File: src/rtl/ext_pipe_if.sv
// ext_pipe_if: handshake bundle for the immediate-extension unit.
//   flush               : synchronous clear of everything held in the unit
//   in_valid/in_ready   : request side handshake
//   in_imm/in_mode      : immediate and extension mode (0=ZERO 1=SIGN 2=LUI 3=SHL2)
//   out_valid/out_ready : result side handshake
//   out_data/out_err    : extended result and illegal-mode flag
// master = the side driving requests and consuming results; slave = ext_pipe.
interface ext_pipe_if #(
  parameter int IN_W  = 16,
  parameter int OUT_W = 32
);
  logic             flush;
  logic             in_valid;
  logic             in_ready;
  logic [IN_W-1:0]  in_imm;
  logic [2:0]       in_mode;
  logic             out_valid;
  logic             out_ready;
  logic [OUT_W-1:0] out_data;
  logic             out_err;

  modport master (
    output flush, in_valid, in_imm, in_mode, out_ready,
    input  in_ready, out_valid, out_data, out_err
  );

  modport slave (
    input  flush, in_valid, in_imm, in_mode, out_ready,
    output in_ready, out_valid, out_data, out_err
  );
endinterface

File: src/rtl/ext_pipe.sv
// ext_pipe: registered IN_W -> OUT_W immediate extender with valid/ready
// handshake and a one-entry skid buffer.
// Ports:
//   clk   : rising-edge clock
//   rst_n : asynchronous active-low reset
//   bus   : ext_pipe_if.slave (flush, in_* request side, out_* result side)
// Modes: 0=ZERO, 1=SIGN, 2=LUI, 3=SHL2 (sign extend then << 2), 4..7 illegal
// (data=0, err=1). Results come from the main register; the skid register
// catches one extra input while the main register is stalled, so in_ready
// depends only on registered state.
module ext_pipe #(
  parameter int IN_W  = 16,
  parameter int OUT_W = 32
) (
  input  logic         clk,
  input  logic         rst_n,
  ext_pipe_if.slave    bus
);

  generate
    if (IN_W < 2) begin : g_bad_in_w
      $error("ext_pipe: IN_W must be >= 2");
    end
    if (OUT_W < IN_W + 2) begin : g_bad_out_w
      $error("ext_pipe: OUT_W must be >= IN_W+2");
    end
  endgenerate

  localparam int EXT_W = OUT_W - IN_W;

  // ---------------------------------------------------------------------------
  // Extension arithmetic on the input side
  // ---------------------------------------------------------------------------
  logic [OUT_W-1:0] zero_ext;
  logic [OUT_W-1:0] sign_ext;
  logic [OUT_W-1:0] lui_ext;
  logic [OUT_W-1:0] shl2_ext;
  logic [OUT_W-1:0] ext_data;
  logic             ext_err;

  assign zero_ext = {{EXT_W{1'b0}}, bus.in_imm};
  assign sign_ext = {{EXT_W{bus.in_imm[IN_W-1]}}, bus.in_imm};
  assign lui_ext  = {bus.in_imm, {EXT_W{1'b0}}};
  // Top two bits shifted out are sign copies, so dropping them is lossless.
  assign shl2_ext = sign_ext << 2;

  always_comb begin
    ext_data = '0;
    ext_err  = 1'b0;
    case (bus.in_mode)
      3'd0:    ext_data = zero_ext;
      3'd1:    ext_data = sign_ext;
      3'd2:    ext_data = lui_ext;
      3'd3:    ext_data = shl2_ext;
      default: ext_err  = 1'b1;
    endcase
  end

  // ---------------------------------------------------------------------------
  // Main and skid registers
  // ---------------------------------------------------------------------------
  logic             main_valid_q, main_valid_d;
  logic [OUT_W-1:0] main_data_q,  main_data_d;
  logic             main_err_q,   main_err_d;
  logic             skid_valid_q, skid_valid_d;
  logic [OUT_W-1:0] skid_data_q,  skid_data_d;
  logic             skid_err_q,   skid_err_d;

  logic accept;
  logic drain;

  assign accept = bus.in_valid && !skid_valid_q;
  assign drain  = main_valid_q && bus.out_ready;

  always_comb begin
    main_valid_d = main_valid_q;
    main_data_d  = main_data_q;
    main_err_d   = main_err_q;
    skid_valid_d = skid_valid_q;
    skid_data_d  = skid_data_q;
    skid_err_d   = skid_err_q;

    if (bus.flush) begin
      // Data registers keep their stale contents; only the valids matter.
      main_valid_d = 1'b0;
      skid_valid_d = 1'b0;
    end else if (!main_valid_q || drain) begin
      // Main slot is free this edge. The skid entry is older than anything
      // on the input, and accept is already 0 whenever the skid is full.
      if (skid_valid_q) begin
        main_valid_d = 1'b1;
        main_data_d  = skid_data_q;
        main_err_d   = skid_err_q;
        skid_valid_d = 1'b0;
      end else if (accept) begin
        main_valid_d = 1'b1;
        main_data_d  = ext_data;
        main_err_d   = ext_err;
      end else begin
        main_valid_d = 1'b0;
      end
    end else if (accept) begin
      // Main stalled: park the new input in the skid register.
      skid_valid_d = 1'b1;
      skid_data_d  = ext_data;
      skid_err_d   = ext_err;
    end
  end

  always_ff @(posedge clk or negedge rst_n) begin
    if (!rst_n) begin
      main_valid_q <= 1'b0;
      main_data_q  <= '0;
      main_err_q   <= 1'b0;
      skid_valid_q <= 1'b0;
      skid_data_q  <= '0;
      skid_err_q   <= 1'b0;
    end else begin
      main_valid_q <= main_valid_d;
      main_data_q  <= main_data_d;
      main_err_q   <= main_err_d;
      skid_valid_q <= skid_valid_d;
      skid_data_q  <= skid_data_d;
      skid_err_q   <= skid_err_d;
    end
  end

  assign bus.in_ready  = !skid_valid_q;
  assign bus.out_valid = main_valid_q;
  assign bus.out_data  = main_data_q;
  assign bus.out_err   = main_err_q;

endmodule
File: src/flat_wrapper.sv
// flat-port wrapper written by rule: the top's interface ports become plain ports
module ext_pipe_flat 
#(
  parameter int IN_W  = 16,
  parameter int OUT_W = 32
)
  (clk, rst_n, bus_flush, bus_in_valid, bus_in_imm, bus_in_mode, bus_out_ready, bus_in_ready, bus_out_valid, bus_out_data, bus_out_err);
  ext_pipe_if #(.IN_W(IN_W), .OUT_W(OUT_W)) bus_i ();
  input  logic clk;
  input  logic rst_n;
  input wire logic [$bits(bus_i.flush)-1:0] bus_flush;
  input wire logic [$bits(bus_i.in_valid)-1:0] bus_in_valid;
  input wire logic [$bits(bus_i.in_imm)-1:0] bus_in_imm;
  input wire logic [$bits(bus_i.in_mode)-1:0] bus_in_mode;
  input wire logic [$bits(bus_i.out_ready)-1:0] bus_out_ready;
  output wire logic [$bits(bus_i.in_ready)-1:0] bus_in_ready;
  output wire logic [$bits(bus_i.out_valid)-1:0] bus_out_valid;
  output wire logic [$bits(bus_i.out_data)-1:0] bus_out_data;
  output wire logic [$bits(bus_i.out_err)-1:0] bus_out_err;
  assign bus_i.flush = bus_flush;
  assign bus_i.in_valid = bus_in_valid;
  assign bus_i.in_imm = bus_in_imm;
  assign bus_i.in_mode = bus_in_mode;
  assign bus_i.out_ready = bus_out_ready;
  assign bus_in_ready = bus_i.in_ready;
  assign bus_out_valid = bus_i.out_valid;
  assign bus_out_data = bus_i.out_data;
  assign bus_out_err = bus_i.out_err;
  ext_pipe #(.IN_W(IN_W), .OUT_W(OUT_W)) u_core (.clk(clk), .rst_n(rst_n), .bus(bus_i));
endmodule
File: config.mk
export PLATFORM = sky130hd
export DESIGN_NAME = ext_pipe_flat
export DESIGN_NICKNAME = d
export VERILOG_FILES = /design/src/rtl/ext_pipe_if.sv /design/src/rtl/ext_pipe.sv /design/src/flat_wrapper.sv
export SDC_FILE = /design/constraint.sdc
export NUM_CORES = 1
export LEC_CHECK = 0
export CAP_MARGIN = 15
export CORE_ASPECT_RATIO = 1.75
export CORE_MARGIN = 1
export CORE_UTILIZATION = 48
export DETAILED_ROUTE_END_ITERATION = 8
export GPL_TIMING_DRIVEN = 1
export PLACE_DENSITY = 0.86
export SYNTH_ARGS = -nofsm -noshare
export SYNTH_HDL_FRONTEND = slang
export SYNTH_SLANG_ARGS = --single-unit
File: constraint.sdc
create_clock -name clk -period 1.8 [get_ports clk]
set_clock_uncertainty 0.2 [all_clocks]
set_input_delay 0.36 -clock clk [delete_from_list [all_inputs] [get_ports clk]]
set_output_delay 0.36 -clock clk [all_outputs]
set_load 0.005 [all_outputs]
# Yosys cells after proc, flatten, opt, wreduce, memory -nomap -nowiden
# Cells that the tools add are included.
# word_totals
inputBits,24
wordCells,36
output_inout_bits,35
ff_bits,68
# op_classes
bitwise_logic,2
n_reduce_logical,12
eq_ne,3
muxes,13
# op_table
cell,n
case mux 32 bit (4 select lines),1
2-to-1 mux 32 bit,2
2-to-1 mux 1 bit,10
"equality test 3 x 2 -> 1 bit, second input constant",2
AND reduction 3 bit,2
nonzero test 2 bit,2
OR reduction 4 bit,1
"equality test 3 x 1 -> 1 bit, second input constant",1
logical NOT 3 bit,1
nonzero test 3 bit,1
logical AND 1 bit,2
logical NOT 1 bit,2
inverter 1 bit,2
logical OR 1 bit,1

# Depth between registers and ports, before layout
# Gate-level depths: netlist (run 1).
# depth
depth_word,6
mapped_depth,7
mapped_depth_nobuf,3

# Least setup slack after synthesis (run 1)
# No wires, ideal clock.
# synth_path
kind,input-to-reg
from,input bus_out_ready
to,register u_core.skid_data_q[10]
setup_slack_ps,-81
path_buffers,2
setup_ps,125
cell_stages,5
t_required_ps,1475
arrival_ps,1557
cell_sequence,nand2b_4 -> buf_6 -> nor4b_4 -> buf_6 -> mux2_2
# synth_via
elab_chain_cells,4
# synth_rtl
element,line,source
"start, declared",flat_wrapper.sv:15,input wire logic [$bits(bus_i.out_ready)-1:0] bus_out_ready;
logical AND 1 bit,ext_pipe.sv:73,assign drain = main_valid_q && bus.out_ready;
logical OR 1 bit,ext_pipe.sv:87,end else if (!main_valid_q || drain) begin
inverter 1 bit (no line),-,
AND reduction 3 bit (no line),-,
"end signal, assigned",ext_pipe.sv:123,skid_data_q <= skid_data_d;
"end, declared",ext_pipe.sv:66,"logic [OUT_W-1:0] skid_data_q, skid_data_d;"
# No other way between the ends.
# A chain may end at the register's enable or synchronous reset.

# Worst setup path after layout (run 1)
# layout_path
from,register u_core.skid_valid_q
to,register u_core.skid_data_q[10]
# layout_via
elab_chain_cells,3
# layout_rtl
element,line,source
"start, declared",ext_pipe.sv:65,"logic skid_valid_q, skid_valid_d;"
"start signal, assigned",ext_pipe.sv:122,skid_valid_q <= skid_valid_d;
logical NOT 1 bit,ext_pipe.sv:72,assign accept = bus.in_valid && !skid_valid_q;
logical AND 1 bit,ext_pipe.sv:72,
AND reduction 3 bit (no line),-,
# No other way between the ends.

==> results summary, run 1 <==
Data on the critical path is required at its endpoint by ~1800 ps. The clock root buffer master is clkbuf_16. The number of antenna violations at the first check in global routing was 0. The tightest hold margin came out at approximately 120 ps. The peak supply drop came out at about 580 uV.

The antenna diode instance count came out at 0. The total CTS buffers came out at 9. The number of vias in the routed layout came out at 3014.

The actual slew at the worst max-slew pin is between 400 and 500 ps. The placement-stage worst setup slack came out at -388.9 ps. The proportion of netlist area held by the largest area contributor came out at roughly 47%. The clock transition time at the flip-flop clock pins of the worst setup and hold paths is ~60 ps. The buffer levels on the longest clock path is 2.

The count of TritonRoute iterations in the first routing pass is 5. STA classifies the critical path endpoint as a flop. The clock period minus final worst setup slack came out at 1840 ps.

The number of top-level design ports is 59. The number of buffer cells added on primary ports is between 50 and 60. The CTS tree is done. Of all cell types, the one taking the most synthesized area is dfrtp_1. The maximum fanout count along the critical path came out at 33. STA classifies the critical path startpoint as a flop. The gate count of the mapped netlist is 339. The insertion delay of the later-clocked pin in the worst-skew pair came out at roughly 340 ps. The row count is 41. The largest stage delay on the critical path came out at about 390 ps. In this run, synthesis produced a sequential element count of about 70. The starting DRC count in detailed routing came out at about 170. For this run, global-route usage on met3 was measured as ~5.1%. The total chip power is ~4.7 mW.

The standard cell core area is around 0.0073 sq mm. The arrival time at the worst endpoint is approximately 1900 ps. The clock net sink count is between 60 and 70.

The area growth from synthesis to layout is 34.94%. The final-report max-slew violation count is 0. The total of endpoints with negative setup slack in the final report is 30. The total negative setup slack came out at -485.3 ps.

The ratio of routed vias to standard cells came out at slightly below 6. The final standard cell count with taps included and fillers excluded is roughly 510. The max-cap check violation count came out at 0. The number of different library cells in the post-synthesis netlist is 29. The checks that failed: setup timing. The number of cells in the design after placement is between 400 and 500. The achievable clock frequency came out at between 0.5 and 0.6 GHz.

The cell area power density is 957.6 mW/mm^2. Setup repair after global routing could not meet its margin everywhere. In this run the static leakage power is 2.176 nW. The busiest layer in global routing is met2.

The worst hold path belongs to the class in -> reg. The detail route stage leaves a number of antenna-violating nets equal to 0. The share of synthesized area occupied by flip-flops and latches is between 40% and 50%. For this run, the total global-route usage over all layers was measured as between 20% and 30%. After the last flow step, the layout net total stands at 440.

Walking the worst path, the cells encountered are buf_12, nor4b_4, buf_12, mux2_2. The congestion estimate from routability-driven global placement came to between 0.7 and 0.8. The post-route clock period utilization is 102.2%. By area the synthesized netlist is led by dfrtp_1 (47%), mux2_2 (10%), mux2_4 (4.9%). When the netlist entered floorplanning its net count stood at around 360. Among the stages of the critical path, the cell type that occurs most often is buf_12. The final worst setup slack is -40.04 ps.

The estimated wirelength of the detail-placed design came out at around 6400 um. The layout cell share with drive strength beyond 1 came out at a little over a quarter. The total number of yosys warnings came out at 0.

The remaining max-slew budget at the tightest pin came out at between 60 and 70%. Measured along the x axis, the die boundary spans slightly below 70 um. The final-report hold violation count was 0. The routed length per placed instance came out at around 18 um. The met2 routing resource usage after global routing came out at 41.05%. Summed over all layers, the global routing overflow is 0. The slowest stage of the critical path is the dfrtp_1 cell. The cell area after synthesis came out at around 0.0037 sq mm. The height of the chip is roughly 120 um. The number of H-tree levels came out at 3. The first-pass GRT wire length came out at roughly 15000 um.

The routed wire length came out at around 9000 um. The run finished, with violations left. The largest net degree at the start of global routing is 34. The worst setup path is of the reg -> reg kind. The via count of the first global-routing pass was a little over 3k. The remaining routing DRC violations came out at 0. For met1 alone, demand over resource in global routing was between 30% and 40%. For this configuration, the core starts out at a cell density of approximately half. The fill cell total of the finished layout is approximately 550. The area of the die came out at approximately 0.0080 sq mm. A synthesized cell averages around 11 sq um.
## cells in the mapped netlist
cell,instances
nand2b_1,14
a211oi_1,15
o22a_1,15
a22oi_1,14
mux2_4,12
nand3_1,29
or2_2,1
nand3b_1,14
buf_2,4
buf_6,9
o41ai_1,1
nor2_1,2
clkbuf_2,1
a2111oi_0,1
nor3b_1,2
mux2_2,34
o21ba_1,1
nand2b_4,1
inv_1,5
mux2_1,2
mux2i_1,7
dfrtp_1,68
a21oi_1,31
buf_1,2
nand2_1,31
and2_4,1
clkbuf_1,19
nor3_1,2
nor4b_4,1
## final timing paths
check                      cells after the start                    from                       to  slack, ps
max                                            4     u_core.skid_valid_q   u_core.skid_data_q[10]        -40
min reg2reg                                    1  u_core.skid_data_q[12]   u_core.skid_data_q[12]        290
min in group asynchronous                      2                   rst_n  u_core.bus.out_data[25]        300
min                                            2               bus_flush     u_core.bus.out_valid        120
max reg2reg                                    4     u_core.skid_valid_q   u_core.skid_data_q[10]        -40
max in group asynchronous                      3                   rst_n   u_core.bus.out_data[0]        600
## per-stage QoR
step	cell area (sq um)	util (%)
after detailed placement	4516	61.99
final	4928	67.66
after global routing	4928	67.66
after floorplan	3652	-
after CTS	4880	66.99
after global placement	4516	61.99
## cell families after synthesis
group           synth area share, %
compound gates                14.56
buf+inv                       6.132
flops                         46.59
mux                           17.95
simple gates                  14.77
## worst max-delay path: cells and delay by family (launching register included)
family,cells,cell delay (ps)
buf+inv,2,420
flops,1,390
mux,1,380
simple gates,1,320
## state kept, by name (all words and copies together) (netlist names)
name / count
u_core.bus.out_data: 32
u_core.skid_data_q: 32
u_core.bus.out_valid: 1
u_core.bus.out_err: 1
u_core.skid_valid_q: 1
u_core.skid_err_q: 1
## where the power goes
group          switching [mW]  internal (mW)
clock network           0.642           1.25
logic                   0.362          0.582
registers               0.125           1.76
total                    1.13           3.59
## layout by cell type, fill, tap and decap left out, types with 2 or more instances in the layout
cell             count
nor3b_1              2
o22a_1              15
buf_4               31
inv_1                4
nand2_1             31
mux2_2              33
nor2_1               2
a22oi_1             14
a21oi_1             31
buf_6                2
nand3_1             29
mux2i_1              7
a211oi_1            14
mux2_4              13
clkbuf_1             2
mux2_1               2
buf_12               9
bufinv_16            2
dlymetal6s2s_1       5
nand3b_1            14
nand2b_1            14
clkbuf_16            9
clkdlybuf4s50_1     51
dfrtp_1             68
nor3_1               2
## metal layers
| metal | vias up | wire (um) |
|---|---|---|
| met4 | 0 | 322 |
| li1 | 1379 | - |
| met1 | 1502 | 3599 |
| met3 | 27 | 481 |
| met5 | - | 0 |
| met2 | 106 | 4794 |
## what timing repair did
action / in CTS / in global routing
hold buffers: 1 / 0
endpoints found under the hold margin: 13 / 0
buffers inserted: 2 / 2
setup endpoints to repair: 29 / 67
pin swaps: 1 / 0
resized for setup: 4 / 10
## layout make-up
cell class / instances / area [sq um] / area share [%]
well taps: 86 / 107.6 / 2.183
clock buffers: 12 / 246.5 / 5.001
repair buffers: 101 / 1032 / 20.94
inverters: 5 / 18.77 / 0.3808
flip-flops and latches: 68 / 1702 / 34.53
clock inverters: 4 / 72.57 / 1.472
multi-input cells: 231 / 1749 / 35.49
(Power assumes the default switching activity.)
==> run 2: changes to the inputs <==
Settings changed: CORE_UTILIZATION 48 to 30, PLACE_DENSITY 0.86 to 0.62.
==> run 2 against run 1 <==
Against the previous run: the run now ends clean; utilization decreased by 25 points; global-route usage decreased by 10 points; via count decreased by 1.8%; clock power decreased by 11%; hold slack improved by 130 ps; die area increased by 58%; cell count increased by 11%; non-clock buffer count increased by 4; power decreased by 3.2%; count of clock-buffer cells in the layout increased by 2; maximum frequency increased by 2.4%; sequential share of layout area decreased by 1.1 points.
==> results summary, run 2 (synthesis gave the netlist of run 1 again) <==
The flow ran to the end, and the final reports show no timing, DRC or antenna violations. The clock transition time at the flip-flop clock pins of the worst setup and hold paths came out at 50 ps. Total power for the finished layout comes to around 4.6 mW. The routed metal-1 wire length came out at ~4000 um. The final-report hold violation count came out at 0. The routed wire length came out at about 10000 um. At the end of the flow, the number of nets in the layout was about 440. The achievable clock frequency is ~0.56 GHz. The antenna diode instance count came out at 0. The worst path meets setup with roughly 2.8 ps of slack. Prior to clock tree synthesis, the placed netlist has a worst setup slack of -355.5 ps.

Setup repair after global routing could not meet its margin everywhere. The area of the die is around 0.013 sq mm. The arrival time at the worst endpoint came out at around 1800 ps.

The largest net degree at the start of global routing came out at 69. The total of endpoints with negative setup slack in the final report is 0. Measured along the x axis, the die boundary spans roughly 85 um. The area growth from synthesis to layout is 39.43%. For this run, design rule violations remaining after detail routing come to 0. The row count came out at 53. The total leakage power came out at between 2 and 2.5 nW.

The tool flagged a number of max-cap violations equal to 0. In this run the worst path has a maximum fanout of 9. The final instance area came out at between 0.005 and 0.006 sq mm.

The insertion delay of the later-clocked pin in the worst-skew pair is 330 ps. The first-pass GRT wire length is between 15000 and 20000 um. The estimated wirelength of the detail-placed design came out at 6722 um. The instance area after placement came out at 0.004579 sq mm. The ratio of routed vias to standard cells is 5.275. In this run, CTS created clock tree buffers numbering 9. The number of top-level design ports came out at 59. The standard cell core area came out at between 0.01 and 0.015 sq mm. The count of TritonRoute iterations in the first routing pass came out at 4. The layout cell share with drive strength beyond 1 is a little over a quarter. The critical path required time came out at between 1500 and 2000 ps. The tree built by TritonCTS fans out to between 60 and 70 sinks. The highest metal layer carrying signal wires in the routed design is met4. The number of antenna violations at the first check in global routing is 0. The buffer levels on the longest clock path came out at 2.

The starting DRC count in detailed routing came out at 200. The critical path is of the reg -> reg type. The global-route usage over all layers is 15.39%. The sum of met2 wire segment lengths after detailed routing is around 5300 um.

The initial core utilization came out at 30.60%. The cell area power density came out at approximately 900 mW/mm^2. The number of buffer cells added on primary ports is between 50 and 60. The remaining max-slew budget at the tightest pin came out at 75.30%. The global placement routability congestion is 0.8292.

The number of vias in the routed layout is just under 3k. The height of the chip is around 150 um. The clock period minus final worst setup slack is approximately 1800 ps. TritonCTS built the clock tree. The post-route clock period utilization came out at roughly 100%. Leaving out fill and tap cells, the most frequent cells in the layout are dfrtp_1 (68), clkdlybuf4s50_1 (53), buf_4 (33), mux2_4 (32), nand2_1 (31).

The routed length per placed instance is 17.76 um. The number of H-tree levels came out at 3. The worst hold path belongs to the class in -> reg. The actual slew at the worst max-slew pin is 365.8 ps.

The number of nets with antenna violations after detailed routing is 0. The via count of the first global-routing pass is roughly 3k. The fill cell total of the finished layout came out at around 1.1k. The most frequent standard cell in the layout excluding fill and tap cells is dfrtp_1.

The routed length on met3 is roughly 330 um. The worst setup path is launched from a flop. The clock root buffer master is clkbuf_16. Summed over all failing endpoints, the final setup total negative slack is 0 ps. The peak supply drop came out at 477.5 uV. The kind of end point of the critical path is a flop.

For this run the aggregate overflow at the end of global routing stands at 0. The final-report max-slew violation count came out at 0.
-- run 2: changes by cell type in the layout (fill, tap and decap cells not counted), moves of 3 or more --
cell	change
dlymetal6s2s_1	-4
clkbuf_16	+3
clkbuf_8	+3
mux2_2	-18
mux2_4	+19
-- run 2: final timing paths --
path | startpoint | to | slack (ps) | depth (start not counted)
worst max-delay path | u_core.skid_valid_q | u_core.skid_data_q[22] | 3 | 5
worst min-delay path | bus_flush | u_core.bus.out_valid | 250 | 2
worst max register to register | u_core.skid_valid_q | u_core.skid_data_q[22] | 3 | 5
worst min register to register | u_core.skid_data_q[17] | u_core.skid_data_q[17] | 310 | 1
max in group asynchronous | rst_n | u_core.bus.out_data[13] | 710 | 3
min in group asynchronous | rst_n | u_core.bus.out_data[6] | 370 | 3
-- run 2: cell type report --
| type | instances | area [sq um] | area share, % |
|---|---|---|---|
| multi-input combinational | 231 | 1817 | 35.68 |
| clock inverter | 1 | 5.005 | 0.09828 |
| sequential | 68 | 1702 | 33.42 |
| clock buffer | 14 | 284.0 | 5.577 |
| timing repair buffer | 105 | 1095 | 21.50 |
| inverter | 5 | 18.77 | 0.3686 |
| tap | 137 | 171.4 | 3.366 |
-- run 2: per-stage QoR --
step / hold WS (ps) / util [%] / instances
floorplan: -135.6 / - / 339
global placement: 205.0 / 38.36 / 537
detailed placement: 214.2 / 38.36 / 537
CTS: 246.1 / 40.92 / 554
global route: 263.0 / 42.66 / 561
finish: 245.8 / 42.66 / 561
-- run 2: what timing repair did --
action,4_1_cts,5_1_grt
endpoints found under the setup margin,47,45
hold buffers,1,0
endpoints found under the hold margin,68,0
cloned,0,5
resized for setup,5,30
pin swaps,0,1
buffers inserted,1,2
-- run 2: metal layers --
metal  vias up  track usage (%)
met5         -                0
met4         0            6.917
met3        20            2.624
met2        65            27.28
met1      1484            17.88
li1       1390                -
-- run 2: critical path: stages, from the launching register on --
cell and delay (ps):
dfrtp_1 410, buf_12 160, nor4b_4 210, buf_6 200, clkbuf_16 190, mux2_4 300
-- run 2: where the power goes --
part / internal (mW) / total, mW / leakage, nW / switching [mW]
clock: 1.07 / 1.69 / 0.145 / 0.619
sequential: 1.76 / 1.89 / 0.879 / 0.127
combinational: 0.620 / 0.989 / 1.16 / 0.369
total: 3.45 / 4.57 / 2.19 / 1.12
==> run 3: changes to the inputs <==
Settings changed: HOLD_SLACK_MARGIN set to 0.08.
==> results of run 3 <==
Same layout as run 2: the final DEF is identical, and so are final timing and power.
